$ cat src/rtl/fifo_tx_pkg.sv
// Shared types and line-level constants for the FIFO-fed serial transmitter.
package fifo_tx_pkg;

    typedef enum logic [2:0] {
        IDLE  = 3'd0,
        LOAD  = 3'd1,
        START = 3'd2,
        DATA  = 3'd3,
        STOP  = 3'd4
    } tx_state_t;

    localparam logic LINE_IDLE = 1'b1;
    localparam logic START_BIT = 1'b0;
    localparam logic STOP_BIT  = 1'b1;

endpackage

$ cat src/rtl/fifo_tx_baud_gen.sv
// Bit-period timer: bit_tick_o marks the last clock of every BAUD_DIV-cycle bit.
// clear_i restarts the period so a frame's start bit begins on a full period.
module fifo_tx_baud_gen #(
    parameter int BAUD_DIV = 4
) (
    input  logic clk_i,
    input  logic rst_n_i,
    input  logic clear_i,
    output logic bit_tick_o
);

    localparam int CW = (BAUD_DIV > 1) ? $clog2(BAUD_DIV) : 1;
    localparam logic [CW-1:0] LAST = CW'(BAUD_DIV - 1);

    logic [CW-1:0] baud_cnt;

    // Count 0..BAUD_DIV-1 and wrap; a clear restarts the bit period at zero.
    always_ff @(posedge clk_i or negedge rst_n_i) begin
        if (!rst_n_i) begin
            baud_cnt <= '0;
        end else if (clear_i || (baud_cnt == LAST)) begin
            baud_cnt <= '0;
        end else begin
            baud_cnt <= baud_cnt + CW'(1);
        end
    end

    assign bit_tick_o = (baud_cnt == LAST);

endmodule

$ cat src/rtl/fifo_tx_serializer.sv
// Drains the synchronous FIFO one word at a time and sends each word as a
// start bit, WIDTH data bits LSB-first and a stop bit on a registered line.
module fifo_tx_serializer
    import fifo_tx_pkg::*;
#(
    parameter int WIDTH    = 16,
    parameter int BAUD_DIV = 4
) (
    input  logic             clk_i,
    input  logic             rst_n_i,
    input  logic             en_i,
    input  logic             fifo_empty_i,
    input  logic [WIDTH-1:0] fifo_rdata_i,
    output logic             fifo_rd_en_o,
    output logic             tx_o,
    output logic             busy_o,
    output logic             frame_done_o
);

    localparam int BCW = $clog2(WIDTH + 1);
    localparam logic [BCW-1:0] LAST_BIT = BCW'(WIDTH - 1);

    tx_state_t        state, state_nxt;
    logic [WIDTH-1:0] shreg, shreg_nxt;
    logic [BCW-1:0]   bit_cnt, bit_cnt_nxt;
    logic             tx_nxt;
    logic             baud_clear;
    logic             bit_tick;

    fifo_tx_baud_gen #(
        .BAUD_DIV (BAUD_DIV)
    ) u_baud_gen (
        .clk_i      (clk_i),
        .rst_n_i    (rst_n_i),
        .clear_i    (baud_clear),
        .bit_tick_o (bit_tick)
    );

    // State, shift register, bit counter and the line itself; reset forces the line idle at once.
    always_ff @(posedge clk_i or negedge rst_n_i) begin
        if (!rst_n_i) begin
            state   <= IDLE;
            shreg   <= '0;
            bit_cnt <= '0;
            tx_o    <= LINE_IDLE;
        end else begin
            state   <= state_nxt;
            shreg   <= shreg_nxt;
            bit_cnt <= bit_cnt_nxt;
            tx_o    <= tx_nxt;
        end
    end

    // Next-state and strobe logic; the pop is gated by reset so no word is lost while held in reset.
    always_comb begin
        state_nxt    = state;
        shreg_nxt    = shreg;
        bit_cnt_nxt  = bit_cnt;
        tx_nxt       = tx_o;
        fifo_rd_en_o = 1'b0;
        frame_done_o = 1'b0;
        baud_clear   = 1'b0;
        case (state)
            IDLE: begin
                tx_nxt       = LINE_IDLE;
                fifo_rd_en_o = en_i & ~fifo_empty_i & rst_n_i;
                if (fifo_rd_en_o) begin
                    state_nxt = LOAD;
                end
            end
            LOAD: begin
                shreg_nxt   = fifo_rdata_i;
                bit_cnt_nxt = '0;
                tx_nxt      = START_BIT;
                baud_clear  = 1'b1;
                state_nxt   = START;
            end
            START: begin
                if (bit_tick) begin
                    tx_nxt    = shreg[0];
                    shreg_nxt = shreg >> 1;
                    state_nxt = DATA;
                end
            end
            DATA: begin
                if (bit_tick) begin
                    if (bit_cnt == LAST_BIT) begin
                        tx_nxt      = STOP_BIT;
                        bit_cnt_nxt = '0;
                        state_nxt   = STOP;
                    end else begin
                        tx_nxt      = shreg[0];
                        shreg_nxt   = shreg >> 1;
                        bit_cnt_nxt = bit_cnt + BCW'(1);
                    end
                end
            end
            STOP: begin
                if (bit_tick) begin
                    frame_done_o = 1'b1;
                    state_nxt    = IDLE;
                end
            end
            default: begin
                state_nxt = IDLE;
                tx_nxt    = LINE_IDLE;
            end
        endcase
    end

    assign busy_o = (state != IDLE) | fifo_rd_en_o;

endmodule

$ cat config.mk
export PLATFORM = sky130hd
export DESIGN_NAME = fifo_tx_serializer
export DESIGN_NICKNAME = d
export VERILOG_FILES = /design/src/rtl/fifo_tx_pkg.sv /design/src/rtl/fifo_tx_baud_gen.sv /design/src/rtl/fifo_tx_serializer.sv
export SDC_FILE = /design/constraint.sdc
export NUM_CORES = 1
export LEC_CHECK = 0
export ABC_AREA = 1
export BUFFER_PORTS_ARGS = -buffer_cell sky130_fd_sc_hd__buf_2
export CORE_AREA = 5 5 65 67
export CTS_BUF_LIST = sky130_fd_sc_hd__clkbuf_16
export CTS_CLUSTER_DIAMETER = 100
export DETAILED_ROUTE_END_ITERATION = 8
export DIE_AREA = 0 0 70 72
export GPL_TIMING_DRIVEN = 0
export PLACE_DENSITY_LB_ADDON = 0.15
export SLEW_MARGIN = 20
export SYNTH_ARGS = -nofsm -noshare
export SYNTH_HDL_FRONTEND = slang
export SYNTH_HIERARCHICAL = 1
export SYNTH_SLANG_ARGS = --single-unit
export TNS_END_PERCENT = 1
$ cat constraint.sdc
create_clock -name clk_i -period 1.29 [get_ports clk_i]
set_input_delay 0.0645 -clock clk_i [delete_from_list [all_inputs] [get_ports clk_i]]
set_output_delay 0.0645 -clock clk_i [all_outputs]
set_load 0.02 [all_outputs]
==> results.yml <==
sta:
  fmax_ghz: 0.728
  drv_slew: 0
  setup_viol: 21
  worst_slack_ns: -0.0829
  hold_viol_final: 26
  hold_slack_ns: -0.178
  period_share: 1.06
  slew-limit-headroom: 0.579
  tightest_slew_ns: 0.632
  clock_skew_ns: 0.00257
  rsz0062_at_grt: "yes"
  period_needed_ns: 1.37
pwr:
  p_sw_uw: 1760
  pwr-share-clk: 0.157
  p_leak_uw: 0.00105
  p_int_uw: 2630
  ir_drop_uv: 1000
  total_power_uw: 4390
  swShare: 0.402
  combPwrFrac: 0.519
  seqPwrFrac: 0.324
  power_density_nw_per_um2: 2240
critical_path:
  critPathSlowestCell: "dfrtp_2"
  path_max_fanout: 6
  max_stage_delay_ns: 0.43
  cp-end-kind: "flip-flop"
  reg2reg_depth: 9
  start_kind: "flip-flop"
  crit_chain: "inv_2 -> nand2_4 -> nor2_4 -> inv_2 -> nand3_4 -> inv_6 -> clkbuf_16 -> nand2_1 -> nand2_1"
  rrSetupSlack_ns: -0.08
  arrival_ns: 1.53
  required_ns: 1.44
  critical_path_class: "flip-flop to flip-flop"
  rr_startpoint: "state[2]$_DFFE_PN0P_"
  reg2reg_to: "shreg[3]$_DFFE_PN0P_"
cells_and_area:
  postLayoutCellArea_um2: 1960
  finish.utilization: 0.549
  syn2layout_area_growth_pct: 34.8
  fin_nets: 267
  final_layout_size_suffix_gt1_frac: 0.324
  antenna_cells: 0
  regArea_um2: 679
  multi_input_area_um2: 772
  stdcell_count: 292
  final_cell_mix: "nand2_1, dfrtp_1, buf_2"
  final_common_cell: "nand2_1"
  fill_cells: 365
route:
  ant_nets: 0
  wire_per_inst_um: 10.3
  via_per_inst: 4.52
  drt-total-wl_um: 3020
  first_pass_iters: 4
  drc: 0
  drtIter0Drc: 97
  dr_total_vias: 1321
clock_network:
  cts_tree: "done"
  clk-insertion-delay-late_ns: 0.26
  htree_levels: 1
  cts_root_buffer: "clkbuf_16"
  clk_pin_slew_worst_paths_ns: 0.06
  cts.path.max_buffers: 2
  cts.sinks: 27
  cts_made_buffers: 3
run:
  drv_cap: 0
run_status:
  status: "complete, but fails checks"
  failed_checks: "negative hold slack, negative setup slack"
grt:
  grt_pass1_vias: 1268
  grt-ovfl-total: 0
  grt_use_total: 0.134
  grt_max_degree: 30
  antenna_found_initial: 0
  grt_first_pass_wirelength_um: 5550
logic_synthesis:
  ys.flop_type: "dfrtp_1"
  synthesis.nets: 225
  ys_seq_area_frac: 0.464
  syn-cell-area_um2: 1460
  avgSynthCellArea_um2: 7.18
  synthCells: 203
  synth_edf_count: 0
  ys_async_sr_fraction: 1.00
  synth_warnings: 6
  yosysUniqueCellTypes: 25
  synth_seq_cells: 27
floorplan:
  fp.dieW_um: 70
  core-area_um2: 3580
  io_pins: 24
  chipHeight_um: 72
  start_util: 0.407
  row_count: 22
  dieArea_um2: 5040
hold_path:
  hp-class: "input port to asynchronous set/reset pin"
placed_design:
  dp_worst_setup_slack_ns: -0.214
  dpl-instance-area_um2: 1640
  io_buffers: 23
  dpl.hpwl_um: 2020
  dp.cells: 274
  place_congestion: 0.741
per-stage QoR:
step / TNS [ns] / hold slack, ns
global route: -3.03 / -0.129
floorplan: -0.497 / -0.231
CTS: -1.39 / -0.154
global placement: -2.53 / 0.123
detailed placement: -2.93 / 0.129
finish: -1.06 / -0.178
worst max path at each step:
stage                           start              endpoint  slack [ns]  cells past startpoint
2_1_floorplan  bit_cnt[0]$_DFFE_PN0P_  shreg[1]$_DFFE_PN0P_       -0.05                      9
3_3_place_gp   bit_cnt[0]$_DFFE_PN0P_  shreg[4]$_DFFE_PN0P_       -0.19                      9
3_5_place_dp   bit_cnt[0]$_DFFE_PN0P_  shreg[1]$_DFFE_PN0P_       -0.21                      9
4_1_cts        bit_cnt[0]$_DFFE_PN0P_  shreg[1]$_DFFE_PN0P_        -0.1                      9
5_1_grt        bit_cnt[1]$_DFFE_PN0P_  shreg[0]$_DFFE_PN0P_       -0.16                      9
6_report         state[2]$_DFFE_PN0P_  shreg[3]$_DFFE_PN0P_       -0.08                      9
registers in the layout, indices dropped and copies added (netlist names):
name and flops:
u_baud_gen/baud_cnt 2, tx_o 1, state 3, bit_cnt 5
shreg 16
logic make-up after synthesis:
group	synth area share
adder cells (fa/ha/maj)	0.0172
AND/OR/NAND/NOR	0.401
AO/OA/AOI/OAI	0.0421
XOR/XNOR	0.00601
flip-flops	0.464
buffers and inverters	0.0695
power groups by stage:
stage	clock network [uW]	logic [uW]	registers, uW
floorplan	0	1320	1370
global placement	0	1670	1390
detailed placement	0	1680	1390
CTS	726	2020	1380
global route	759	2580	1480
finish	689	2280	1420
cells in the mapped netlist, types with 2 or more instances:
cell,number,area share
nand2_1,112,0.29
dfrtp_1,26,0.45
inv_1,14,0.036
nor2_1,11,0.028
nand3_1,7,0.024
o21ai_0,5,0.017
a21oi_1,3,0.010
inv_2,3,0.0077
nand4_1,3,0.013
buf_6,2,0.015
ha_1,2,0.017
nand2_2,2,0.0086
layer usage:
metal	part of all wire	global-route usage
met5	0	0
met4	0.013	0.0447
met3	0.044	0.0332
met2	0.46	0.222
met1	0.48	0.172
what timing repair did:
item	4_1_cts	5_1_grt
pin swaps	5	6
endpoints found under the hold margin	26	26
setup buffers	9	4
cloned	0	1
resized for setup	15	21
endpoints found under the setup margin	25	28
layout make-up:
type                            instances  area share
Clock buffer                            3      0.0382
Sequential cell                        27       0.346
Tap cell                               48      0.0306
Multi-Input combinational cell        154       0.393
Buffer                                  4      0.0197
Inverter                               18      0.0401
Timing Repair Buffer                   37       0.131
Clock inverter                          1     0.00191
worst max-delay path: cells and delay by family (launching register included):
kind / cells / cell delay [ns]
DFF: 1 / 0.43
and+or+nand+nor: 5 / 0.45
buffers and inverters: 4 / 0.39
(Power assumes the default switching activity.)
